File: src/rtl/multdiv_pkg.sv
// Shared types and constants for the iterative multiply/divide unit.
package multdiv_pkg;

    localparam int ITER_LAST = 32;
    localparam logic [31:0] INT_MIN = 32'h8000_0000;

    typedef enum logic [1:0] {
        ST_IDLE = 2'd0,
        ST_MUL  = 2'd1,
        ST_DIV  = 2'd2,
        ST_DONE = 2'd3
    } state_t;

    typedef enum logic {
        OP_MUL = 1'b0,
        OP_DIV = 1'b1
    } op_t;

    function automatic logic busy(input state_t s);
        return (s == ST_MUL) || (s == ST_DIV);
    endfunction

endpackage

File: src/rtl/multdiv_if.sv
// Request/response bundle between the execute stage and the multiply/divide unit.
interface multdiv_if #(parameter int WIDTH = 32);

    logic [WIDTH-1:0] data_operandA;
    logic [WIDTH-1:0] data_operandB;
    logic             ctrl_MULT;
    logic             ctrl_DIV;
    logic [WIDTH-1:0] data_result;
    logic             data_exception;
    logic             data_resultRDY;

    modport master (
        output data_operandA, data_operandB, ctrl_MULT, ctrl_DIV,
        input  data_result, data_exception, data_resultRDY
    );

    modport slave (
        input  data_operandA, data_operandB, ctrl_MULT, ctrl_DIV,
        output data_result, data_exception, data_resultRDY
    );

endinterface

File: src/rtl/multdiv_datapath.sv
// Magnitude datapath: shift-add multiply / restoring divide on a 2*WIDTH accumulator,
// plus sign correction and overflow / divide-by-zero detection on the final value.
module multdiv_datapath
    import multdiv_pkg::*;
#(
    parameter int WIDTH = 32
) (
    input  logic             clock,
    input  logic             reset,
    input  logic             load,
    input  logic             step,
    input  op_t              op,
    input  logic             neg,
    input  logic [WIDTH-1:0] a_mag,
    input  logic [WIDTH-1:0] b_mag,
    output logic [WIDTH-1:0] result,
    output logic             exception
);

    logic [2*WIDTH-1:0] acc;
    logic [2*WIDTH-1:0] acc_next;
    logic [2*WIDTH-1:0] shifted;
    logic [2*WIDTH-1:0] prod;
    logic [WIDTH-1:0]   opnd;
    logic [WIDTH-1:0]   quo;
    logic [WIDTH:0]     sum;
    logic [WIDTH:0]     trial;
    logic [WIDTH:0]     prod_top;

    // Multiply keeps the multiplier in the low half and shifts right;
    // divide keeps the dividend in the low half and shifts quotient bits in from the right.
    always_comb begin
        sum      = {1'b0, acc[2*WIDTH-1:WIDTH]} + (acc[0] ? {1'b0, opnd} : '0);
        shifted  = {acc[2*WIDTH-2:0], 1'b0};
        trial    = {1'b0, shifted[2*WIDTH-1:WIDTH]} - {1'b0, opnd};
        if (op == OP_MUL) begin
            acc_next = {sum, acc[WIDTH-1:1]};
        end else if (trial[WIDTH]) begin
            acc_next = shifted;
        end else begin
            acc_next = {trial[WIDTH-1:0], shifted[WIDTH-1:1], 1'b1};
        end
    end

    always_ff @(posedge clock or posedge reset) begin
        if (reset) begin
            acc  <= '0;
            opnd <= '0;
        end else if (load) begin
            opnd <= (op == OP_MUL) ? a_mag : b_mag;
            acc  <= {{WIDTH{1'b0}}, ((op == OP_MUL) ? b_mag : a_mag)};
        end else if (step) begin
            acc <= acc_next;
        end
    end

    always_comb begin
        prod     = neg ? -acc : acc;
        quo      = neg ? -acc[WIDTH-1:0] : acc[WIDTH-1:0];
        prod_top = prod[2*WIDTH-1:WIDTH-1];
        result    = '0;
        exception = 1'b0;
        if (op == OP_MUL) begin
            result    = prod[WIDTH-1:0];
            exception = !((&prod_top) || !(|prod_top));
        end else if (opnd == '0) begin
            result    = '0;
            exception = 1'b1;
        end else begin
            // A positive quotient with the top bit set only arises from INT_MIN / -1.
            result    = quo;
            exception = !neg && acc[WIDTH-1];
        end
    end

endmodule

File: src/rtl/multdiv_unit.sv
// Iterative signed multiply/divide responder: request latching, iteration counter,
// sequencing FSM and registered result/exception/ready outputs.
//   state   | meaning
//   ST_IDLE | waiting for ctrl_MULT / ctrl_DIV
//   ST_MUL  | shift-add iterations, then final result capture
//   ST_DIV  | restoring-divide iterations, then final result capture
//   ST_DONE | data_resultRDY high for this single cycle
module multdiv_unit
    import multdiv_pkg::*;
#(
    parameter int WIDTH = 32,
    parameter int ITER  = ITER_LAST
) (
    input  logic     clock,
    input  logic     reset,
    multdiv_if.slave bus
);

    localparam int CNT_W = $clog2(ITER + 1);

    state_t           state;
    logic [CNT_W-1:0] count;
    op_t              op_q;
    logic             neg_q;

    logic             start;
    logic             last;
    logic             step;
    logic             neg_new;
    op_t              op_new;
    op_t              op_sel;
    logic [WIDTH-1:0] a_mag;
    logic [WIDTH-1:0] b_mag;
    logic [WIDTH-1:0] dp_result;
    logic             dp_exception;

    assign start   = bus.ctrl_MULT | bus.ctrl_DIV;
    assign op_new  = bus.ctrl_MULT ? OP_MUL : OP_DIV;
    assign op_sel  = start ? op_new : op_q;
    assign neg_new = bus.data_operandA[WIDTH-1] ^ bus.data_operandB[WIDTH-1];
    assign a_mag   = bus.data_operandA[WIDTH-1] ? -bus.data_operandA : bus.data_operandA;
    assign b_mag   = bus.data_operandB[WIDTH-1] ? -bus.data_operandB : bus.data_operandB;
    assign last    = (count == CNT_W'(ITER));
    assign step    = !start && busy(state) && !last;

    multdiv_datapath #(.WIDTH(WIDTH)) u_datapath (
        .clock     (clock),
        .reset     (reset),
        .load      (start),
        .step      (step),
        .op        (op_sel),
        .neg       (start ? neg_new : neg_q),
        .a_mag     (a_mag),
        .b_mag     (b_mag),
        .result    (dp_result),
        .exception (dp_exception)
    );

    always_ff @(posedge clock or posedge reset) begin
        if (reset) begin
            state              <= ST_IDLE;
            count              <= '0;
            op_q               <= OP_MUL;
            neg_q              <= 1'b0;
            bus.data_result    <= '0;
            bus.data_exception <= 1'b0;
            bus.data_resultRDY <= 1'b0;
        end else begin
            bus.data_resultRDY <= 1'b0;
            // A new request always wins, even over an operation about to finish.
            if (start) begin
                state <= bus.ctrl_MULT ? ST_MUL : ST_DIV;
                op_q  <= op_new;
                neg_q <= neg_new;
                count <= '0;
            end else begin
                case (state)
                    ST_MUL, ST_DIV: begin
                        if (last) begin
                            state              <= ST_DONE;
                            bus.data_result    <= dp_result;
                            bus.data_exception <= dp_exception;
                            bus.data_resultRDY <= 1'b1;
                        end else begin
                            count <= count + CNT_W'(1);
                        end
                    end
                    ST_DONE: state <= ST_IDLE;
                    default: state <= ST_IDLE;
                endcase
            end
        end
    end

endmodule

File: src/flat_wrapper.sv
// flat-port wrapper written by rule: the top's interface ports become plain ports
module multdiv_unit_flat import multdiv_pkg::*;
#(
    parameter int WIDTH = 32,
    parameter int ITER  = ITER_LAST
)
  (clock, reset, bus_data_operandA, bus_data_operandB, bus_ctrl_MULT, bus_ctrl_DIV, bus_data_result, bus_data_exception, bus_data_resultRDY);
  multdiv_if #(.WIDTH(WIDTH)) bus_i ();
  input  logic clock;
  input  logic reset;
  input wire logic [$bits(bus_i.data_operandA)-1:0] bus_data_operandA;
  input wire logic [$bits(bus_i.data_operandB)-1:0] bus_data_operandB;
  input wire logic [$bits(bus_i.ctrl_MULT)-1:0] bus_ctrl_MULT;
  input wire logic [$bits(bus_i.ctrl_DIV)-1:0] bus_ctrl_DIV;
  output wire logic [$bits(bus_i.data_result)-1:0] bus_data_result;
  output wire logic [$bits(bus_i.data_exception)-1:0] bus_data_exception;
  output wire logic [$bits(bus_i.data_resultRDY)-1:0] bus_data_resultRDY;
  assign bus_i.data_operandA = bus_data_operandA;
  assign bus_i.data_operandB = bus_data_operandB;
  assign bus_i.ctrl_MULT = bus_ctrl_MULT;
  assign bus_i.ctrl_DIV = bus_ctrl_DIV;
  assign bus_data_result = bus_i.data_result;
  assign bus_data_exception = bus_i.data_exception;
  assign bus_data_resultRDY = bus_i.data_resultRDY;
  multdiv_unit #(.WIDTH(WIDTH), .ITER(ITER)) u_core (.clock(clock), .reset(reset), .bus(bus_i));
endmodule
File: config.mk
export PLATFORM = sky130hd
export DESIGN_NAME = multdiv_unit_flat
export DESIGN_NICKNAME = d
export VERILOG_FILES = /design/src/rtl/multdiv_pkg.sv /design/src/rtl/multdiv_if.sv /design/src/rtl/multdiv_datapath.sv /design/src/rtl/multdiv_unit.sv /design/src/flat_wrapper.sv
export SDC_FILE = /design/constraint.sdc
export NUM_CORES = 1
export LEC_CHECK = 0
export ABC_CLOCK_PERIOD_IN_PS = 6600
export CAP_MARGIN = 15
export CORE_AREA = 3 3 193 195
export CTS_CLUSTER_SIZE = 8
export DETAILED_ROUTE_END_ITERATION = 6
export DIE_AREA = 0 0 196 198
export GPL_ROUTABILITY_DRIVEN = 0
export PLACE_DENSITY = 0.61
export SYNTH_ARGS = -nofsm -noshare
export SYNTH_HDL_FRONTEND = slang
export SYNTH_HIERARCHICAL = 1
export SYNTH_SLANG_ARGS = --single-unit
File: constraint.sdc
create_clock -name clock -period 6.6 [get_ports clock]
set_clock_uncertainty 0.2 [all_clocks]
set_input_delay 0.99 -clock clock [delete_from_list [all_inputs] [get_ports clock]]
set_output_delay 0.99 -clock clock [all_outputs]
set_load 0.01 [all_outputs]
## Word-level counts from Yosys, hierarchy flattened

Index checks and enable logic that the tools add are counted.

- Memory bits (read-only): 0
- Output and inout port bits: 34
- Flip-flop bits (word level): 140
- Logic and storage cells: 70
- Bits in writable memories: 0
- Latch bits: 0
- Memories kept: 0

- Equality and inequality tests: 5
- Shifts and indexed selects: 0
- Multiplexer cells: 28
- Multipliers: 0
- Add/subtract/negate cells: 7
- Magnitude comparators: 0
- Bitwise operators: 3
- Reduce and logical (&&, ||, !) cells: 18
- Divide/modulo/power cells: 0

Operator list:

| cell | number |
|---|---|
| $mux 64 | 5 |
| $mux 32 | 8 |
| $neg 32->32 | 3 |
| $neg 64->64 | 1 |
| $add 32x33->33 | 1 |
| $reduce_and 33->1 | 1 |
| $reduce_or 33->1 | 1 |
| $sub 32x32->33 | 1 |
| $logic_not 32->1 | 1 |
| $mux 6 | 3 |
| $mux 1 | 8 |
| $mux 2 | 4 |
| $add 6x1->6 const B | 1 |
| $eq 6x6->1 const B | 1 |
| $logic_not 1->1 | 5 |
| $reduce_bool 2->1 | 2 |
| $logic_and 1x1->1 | 3 |
| $ne 3x1->1 const B | 1 |
| $reduce_and 3->1 | 1 |
| $eq 2x1->1 const B | 1 |
| $eq 2x2->1 const B | 1 |
| $logic_or 1x1->1 | 2 |
| $ne 2x1->1 const B | 1 |
| $reduce_and 2->1 | 1 |
| 4 further kinds | 4 |

## Depth between registers and ports, before layout

Gate-level depths: netlist of run 1.

- Word-level depth: 8
- Mapped depth: 15
- Gate-level depth less buffers: 14

## Hierarchy

Netlist of run 1, hierarchy kept.

Modules (own cells, without submodules):

| module | area each (sq um) | instances | cells an instance |
|---|---|---|---|
| multdiv_datapath | 11089.4 | 1 | 1496 |
| multdiv_unit | 3134.3 | 1 | 316 |

## Worst setup path before layout of run 1

No wires, ideal clock.

- Path type: register to register
- From: register u_core.u_datapath.acc[11]
- To: register u_core.bus.data_exception
- Cell stages (with the launch flop): 13
- Library setup time: 0.128 ns
- Clock period less this slack: 4.135 ns
- Slack: 2.465 ns
- Arrival time: 3.808 ns
- Path through: dfrtp_1 > buf_6 > or4_4 > or4_4 > or3_1 > buf_2 > or4_4 > a2111oi_4 > nand4_1 > or4_1 > o21ai_1 > o21ai_1 > mux2_1

- Word-level cells in the longest chain between the ends: 7

RTL lines:

| item | RTL line | RTL |
|---|---|---|
| start, declared | multdiv_datapath.sv:20 | `logic [2*WIDTH-1:0] acc;` |
| start signal, assigned | multdiv_datapath.sv:51 | `acc <= {{WIDTH{1'b0}}, ((op == OP_MUL) ? b_mag : a_mag)};` |
| start signal, assigned | multdiv_datapath.sv:53 | `acc <= acc_next;` |
| $neg 64->64 (*) | multdiv_datapath.sv:58 | `prod = neg ? -acc : acc;` |
| $mux 64 (*) | multdiv_datapath.sv:58 |  |
| $reduce_or 33->1 | multdiv_datapath.sv:65 | `exception = !((&prod_top) \|\| !(\|prod_top));` |
| $logic_not 1->1 | multdiv_datapath.sv:65 |  |
| $logic_or 1x1->1 (*) | multdiv_datapath.sv:65 |  |
| $logic_not 1->1 (*) | multdiv_datapath.sv:65 |  |
| $mux 1 (*) | multdiv_datapath.sv:63 | `if (op == OP_MUL) begin` |
| via u_core.dp_exception | multdiv_unit.sv:35 | `logic dp_exception;` |
| end signal, assigned | multdiv_unit.sv:82 | `bus.data_exception <= dp_exception;` |
| end, declared | multdiv_if.sv:19 | `output data_result, data_exception, data_resultRDY` |

Mark *: on every way through the listed nets, which the timed path passes. The rest lies on a longest branch.
A chain may end at the register's enable or synchronous reset.

## Worst setup path in the final report of run 1

- From: input port bus_ctrl_MULT
- To: register u_core.bus.data_exception

- Word-level cells in the longest chain between the ends: 8

RTL lines:

| item | RTL line | RTL |
|---|---|---|
| start, declared | flat_wrapper.sv:13 | `input wire logic [$bits(bus_i.ctrl_MULT)-1:0] bus_ctrl_MULT;` |
| $or 1x1->1 | multdiv_unit.sv:37 | `assign start = bus.ctrl_MULT \| bus.ctrl_DIV;` |
| $mux 1 | multdiv_unit.sv:52 | `.neg (start ? neg_new : neg_q),` |
| $mux 64 | multdiv_datapath.sv:58 |  |
| $reduce_or 33->1 | multdiv_datapath.sv:65 |  |
| $logic_not 1->1 | multdiv_datapath.sv:65 |  |
| $logic_or 1x1->1 | multdiv_datapath.sv:65 |  |
| $logic_not 1->1 | multdiv_datapath.sv:65 |  |
| $mux 1 (*) | multdiv_datapath.sv:63 |  |
| via u_core.dp_exception | multdiv_unit.sv:35 |  |

Marks and branches as above.

==> results of run 1 <==
[layer usage]
metal | GRT usage, % | up-vias | routed length (microns)
met5 | 0 | - | 0
met4 | 7.39 | 0 | 1280
met3 | 4.44 | 89 | 3990
met2 | 37.3 | 621 | 21100
met1 | 34.4 | 6605 | 21500
li1 | - | 6636 | -
[through the flow]
step                      cell area [sq um]  total power (W)  setup WS, ns  hold slack (ns)
after floorplan                       14200          0.00173          2.46            0.289
after global placement                15600          0.00205          1.35            0.269
after detailed placement              15600          0.00206          1.33            0.274
after CTS                             16100          0.00305          1.76            0.294
after global routing                  16100          0.00322          1.48            0.308
final                                 16100          0.00305          1.69            0.289
[kinds of logic after synthesis]
group / after synthesis
AOI/OAI and AO/OA: 495
xor gates and xnor gates: 166
adders and majority gates: 71
buffers and inverters: 179
DFF: 140
muxes: 152
and+or+nand+nor: 609
[power by group through the flow]
stage	Combinational (W)	Sequential [W]	Clock [W]
after floorplan	0.000734	0.000999	0
after global placement	0.000983	0.00106	0
after detailed placement	0.000992	0.00107	0
after CTS	0.000999	0.00105	0.00100
after global routing	0.00112	0.00106	0.00103
final	0.00101	0.00106	0.000979
[final timing paths]
path / from / to / slack (ns) / cells past startpoint
worst max-delay path: bus_ctrl_MULT / u_core/bus.data_exception / 1.69 / 13
worst min-delay path: u_core/bus.data_result[15] / u_core/bus.data_result[15] / 0.29 / 1
worst max register to register: u_core/u_datapath/acc[31] / u_core/u_datapath/acc[48] / 1.76 / 14
worst min register to register: u_core/bus.data_result[15] / u_core/bus.data_result[15] / 0.29 / 1
max in group asynchronous: reset / u_core/u_datapath/acc[43] / 4.18 / 3
min in group asynchronous: reset / u_core/u_datapath/acc[15] / 0.90 / 2
[sequential cells by signal, indices dropped and copies added, names as in the netlist]
signal                     count
u_core/state                   2
u_core/op_q                    1
u_core/u_datapath/acc         64
u_core/bus.data_result        32
u_core/bus.data_exception      1
u_core/count                   6
u_core/u_datapath/opnd        32
u_core/bus.data_resultRDY      1
u_core/neg_q                   1
[area by class of cell]
| class | count | share of cell area, % |
|---|---|---|
| clock buffers | 18 | 2.66 |
| clock inverters | 14 | 0.915 |
| inverters | 69 | 1.62 |
| multi-input cells | 1493 | 62.4 |
| flip-flops and latches | 140 | 21.7 |
| well taps | 461 | 3.57 |
| repair buffers | 118 | 7.13 |
[cell usage in the layout, fill, tap and decap left out, types with 7 or more instances in the layout]
cell,count
o31ai_1,41
inv_1,64
a31oi_1,14
mux2i_1,109
nand2_1,100
o21ai_0,81
or4_1,12
clkbuf_16,17
and3_1,10
xnor2_1,100
a21o_1,36
clkdlybuf4s50_1,101
or3_1,20
and2_1,7
xor2_1,66
a211oi_1,23
nor2_1,267
nand2b_1,19
mux2_2,10
a21oi_1,179
nand4_1,14
dfrtp_1,140
nand3_1,30
ha_1,69
or2_2,10
o21a_1,13
buf_4,16
nor3_1,48
nor4_1,28
mux2_1,33
nor2b_1,12
o41ai_1,21
==> impl_metrics.yaml, run 1 <==
placement:
  io_buffers: 101
  post-place-cells: 2281
  place_hpwl_mm: 36.5
clocking:
  cts_max_level: 4
  cts_setup_buffers: 0
  cts-root-buf: "clkbuf_16"
  clock_path_buffers: 2
  holdBufCountCts: 0
  insertion_delay_ns: 0.44
  clock_sinks: 140
  cts_buffers: 17
  clkTransAtPathRegs_ns: 0.07
  cts-resized-gates: 0
  cts_tree: "done"
sta:
  setup_tns_ns: 0
  grt_setup_unrepaired: "no"
  worst_pin_slew_ns: 1.06
  finalCriticalPeriod_ns: 4.91
  slew_headroom_pct: 29.4
  max_freq_mhz: 204
  slew_viol_final: 0
  min_period_over_period_pct: 74.3
  final-setup-viol-count: 0
  final-hold-violation-count: 0
cells_and_area:
  fillers: 3558
  seq_area_sq_mm: 0.00350
  final_nets: 1978
  fin_cells: 2313
  drive_gt1_share_pct: 5.18
  postLayoutCoreUtil_pct: 45.4
  syn_to_final_growth_pct: 13.5
  diodes: 0
  multi_input_area_sq_mm: 0.0101
pwr:
  p_leak_nw: 6.94
  intPower_w: 0.00186
  power.density_mw_per_mm2: 189
  p_switching_w: 0.00119
  p_comb_share_pct: 33.3
  ir_drop_uv: 138
  seq_power_share_pct: 34.6
  clkPwrFrac_pct: 32.1
  swShare_pct: 39.0
logic_synthesis:
  synthMuxAreaShare_pct: 11.1
  syn_area_sq_mm: 0.0142
  synth-edff-count: 0
  ys_seq_area_share_pct: 24.6
  ys_top_cells_by_area: "dfrtp_1 (25%), mux2i_1 (7.7%), nor2_1 (7.1%), a21oi_1 (6.3%), xnor2_1 (6.2%)"
  synth_top_cell_area_share_pct: 24.6
  ys_ff_latch: 140
  yosysTopAreaCell: "dfrtp_1"
  yosys.area_share.adder_pct: 6.35
  synth_most_common_cell: "nor2_1"
  yosysWarningCount: 6
  synth_top_family_by_area: "compound AO/OA/AOI/OAI gates"
  ys.flop_type: "dfrtp_1"
  syn_inst: 1812
  synthXorXnorAreaFrac_pct: 10.2
  ys_types: 74
  async_reset_ff_share_pct: 100
  yosys-top-cells-count: "nor2_1 (269), a21oi_1 (180), dfrtp_1 (140)"
  synth_compound_area_share_pct: 22.6
  avgSynthCellArea_sq_um: 7.85
  synth-simple-area-share_pct: 20.3
  syn_nets: 1951
setup_path:
  crit_fanout: 25
  critPathLaunchType: "primary input"
  crit_type: "in2reg"
  critPathBufInv: 2
  required_ns: 6.72
  cp_slowest_stage_delay_ns: 0.57
  cpMaxStageDelayCell: "clkdlybuf4s50_1"
  critical_path.cell_chain: "clkdlybuf4s50_1 > or2_4 > nor2_1 > a21oi_4 > inv_1 > a21oi_1 > xnor2_1 > a2111oi_4 > nand4_1 > or4_1 > o21ai_1 > o21ai_1 > mux2_1"
  cp.arrival_ns: 5.02
  cpMostUsedCell: "o21ai_1"
  end_kind: "flip-flop"
  critical-path-top-delay-family: "compound AO/OA/AOI/OAI gates"
drt:
  routedWlPerCell_microns: 20.7
  drtAntennaViolNets: 0
  remaining_drc_errors: 0
  vias_per_cell: 6.03
  wl_mm: 47.8
  num_vias: 14000
  drtIter0Drc: 1495
  drtPass1Iterations: 6
global_route:
  grt_first_pass_wirelength_mm: 74.5
  grt_pass1_vias: 13100
  grt_max_degree: 156
  grt_antenna_before_repair: 0
  track_usage_pct: 24.1
  grt_overflow_total: 0
die:
  initial_core_util_pct: 40.0
  fp.dieH_microns: 198
  die_width_microns: 196
  io_pins: 102
  rows: 69
  coreArea_sq_mm: 0.0356
  die_area_sq_mm: 0.0388
worst_hold_path:
  hold_class: "reg2reg"
flow_run:
  maxCapViolCount: 0
outcome:
  status: "finished clean"
Power figures use the tool's default switching activity.
==> run 2, diff against run 1 <==
--- a/config.mk
+++ b/config.mk
@@ -5,7 +5,7 @@
 export SDC_FILE = /design/constraint.sdc
 export NUM_CORES = 1
 export LEC_CHECK = 0
-export ABC_CLOCK_PERIOD_IN_PS = 6600
+export ABC_CLOCK_PERIOD_IN_PS = 4700
 export CAP_MARGIN = 15
 export CORE_AREA = 3 3 193 195
 export CTS_CLUSTER_SIZE = 8
==> constraint.sdc (replaced) <==
create_clock -name clock -period 4.7 [get_ports clock]
set_clock_uncertainty 0.2 [all_clocks]
set_input_delay 0.705 -clock clock [delete_from_list [all_inputs] [get_ports clock]]
set_output_delay 0.705 -clock clock [all_outputs]
set_load 0.01 [all_outputs]
==> run 2 against run 1 <==
  * Final area rose by 2.6%
  * Largest power group is now the clock network
  * Register-to-register slack lost 1.4 ns
  * Combinational power grew 47%
  * Total power increased by 45%
  * Wire length rose by 2.4%
==> impl_metrics.yaml, run 2 (synthesized netlist as in run 1, its figures left out) <==
sta:
  slew_headroom_pct: 36.1
  setup_tns_ns: 0
  worst_pin_slew_ns: 0.958
  min_period_over_period_pct: 92.2
  grt_setup_unrepaired: "no"
  max_freq_mhz: 231
  finalCriticalPeriod_ns: 4.33
  final-setup-viol-count: 0
  slew_viol_final: 0
  final-hold-violation-count: 0
die:
  initial_core_util_pct: 40.0
  fp.dieH_microns: 198
  coreArea_sq_mm: 0.0356
  rows: 69
  io_pins: 102
  die_area_sq_mm: 0.0388
  die_width_microns: 196
cells_and_area:
  diodes: 0
  largest_register_ff_count: 64
  syn_to_final_growth_pct: 16.4
  regMostFlops: "u_core/u_datapath/acc"
  fillers: 3550
  final_nets: 2023
  fin_cells: 2358
  layout_common_cells: "nor2_1 (267), a21oi_1 (179), dfrtp_1 (140), mux2i_1 (109), clkdlybuf4s50_1 (101)"
  layout_commonest_cell: "nor2_1"
  reg.largest.list: "u_core/u_datapath/acc: 64 flops, u_core/bus.data_result: 32 flops, u_core/u_datapath/opnd: 32 flops"
  drive_gt1_share_pct: 7.49
outcome:
  status: "finished clean"
drt:
  vias_per_cell: 5.99
  drtPass1Iterations: 6
  drtIter0Drc: 1511
  routedWlPerCell_microns: 20.8
  remaining_drc_errors: 0
  drtAntennaViolNets: 0
  wl_mm: 49.0
  num_vias: 14100
clocking:
  clock_path_buffers: 2
  clkTransAtPathRegs_ns: 0.07
  cts_setup_buffers: 0
  holdBufCountCts: 0
  cts_max_level: 4
  cts-root-buf: "clkbuf_16"
  cts_tree: "done"
  clock_sinks: 140
  cts_buffers: 17
  insertion_delay_ns: 0.44
  cts-resized-gates: 0
pwr:
  power.density_mw_per_mm2: 267
  p_leak_nw: 7.21
  ir_drop_uv: 203
setup_path:
  end_kind: "flip-flop"
  r2r_slack_ns: 0.37
  crit_fanout: 8
  required_ns: 4.82
  rr_endpoint: "u_core/bus.data_exception"
  rr_startpoint: "u_core/u_datapath/acc[11]"
  critPathLaunchType: "flip-flop"
  r2r_cells: 11
  cp.arrival_ns: 4.46
  crit_type: "reg2reg"
  cp-startpoint: "u_core/u_datapath/acc[11]"
worst_hold_path:
  hold_depth: 1
  min_from: "u_core/bus.data_result[14]"
  whs_endpoint: "u_core/bus.data_result[14]"
  hold_class: "reg2reg"
global_route:
  grt_max_degree: 102
  grt_pass1_vias: 13200
  grt_first_pass_wirelength_mm: 76.2
  grt_overflow_total: 0
  grt_antenna_before_repair: 0
  track_usage_pct: 24.7
placement:
  io_buffers: 101
  place_hpwl_mm: 37.8
  post-place-cells: 2325
flow_run:
  maxCapViolCount: 0
## run 2: cell types whose count changed in the layout (fill, tap and decap cells not counted), moves of 2 or more
cell	before	now
bufinv_16	1	3
clkbuf_8	0	2
clkinvlp_4	3	1
buf_4	16	59
## run 2: through the flow
stage | hold WS, ns | total power [W] | worst slack, ns | instance area [sq um] | utilization, %
6_report | 0.286 | 0.00443 | 0.366 | 16600 | 46.6
5_1_grt | 0.296 | 0.00465 | 0.219 | 16600 | 46.6
4_1_cts | 0.290 | 0.00442 | 0.379 | 16500 | 46.5
3_5_place_dp | 0.275 | 0.00292 | 0.384 | 15900 | 44.7
3_3_place_gp | 0.271 | 0.00291 | 0.393 | 15900 | 44.7
2_1_floorplan | 0.289 | 0.00243 | 0.565 | 14200 | -
## run 2: worst max path at each step
| stage | end | slack, ns |
|---|---|---|
| final | u_core/bus.data_exception | 0.37 |
| after global routing | u_core/bus.data_exception | 0.22 |
| after floorplan | u_core/bus.data_exception | 0.56 |
| after CTS | u_core/bus.data_exception | 0.38 |
| after global placement | u_core/bus.data_exception | 0.39 |
| after detailed placement | u_core/bus.data_exception | 0.38 |
## run 2: layout make-up
cell class / count / area [sq um] / area share [%]
multi-input combinational: 1493 / 10100 / 60.8
sequential: 140 / 3500 / 21.2
timing repair buffer: 163 / 1520 / 9.19
tap: 461 / 577 / 3.48
clock buffer: 19 / 453 / 2.73
inverter: 69 / 262 / 1.58
clock inverter: 13 / 178 / 1.07
## run 2: routing by layer
| metal | up-vias | part of all wire [%] | GRT usage [%] |
|---|---|---|---|
| li1 | 6718 | - | - |
| met1 | 6607 | 45 | 35.2 |
| met2 | 663 | 42 | 37.0 |
| met3 | 129 | 8.1 | 4.90 |
| met4 | 0 | 4.1 | 9.61 |
| met5 | - | 0 | 0 |
## run 2: worst max-delay path, cell delays in order (launching register included)
cell     delay (ns)
dfrtp_1        0.45
or4_4          0.60
or4_4          0.54
or3_1          0.50
o41ai_2        0.41
xor2_1         0.21
and4_1         0.22
nand4_1        0.09
or4_1          0.47
o21ai_1        0.16
o21ai_1        0.08
mux2_1         0.30
## run 2: report_power, final
part | internal, W | switching [W] | leakage, nW
Combinational | 0.000592 | 0.000889 | 5.12
Clock | 0.000879 | 0.000609 | 0.309
Sequential | 0.00130 | 0.000157 | 1.78
Total | 0.00277 | 0.00165 | 7.21
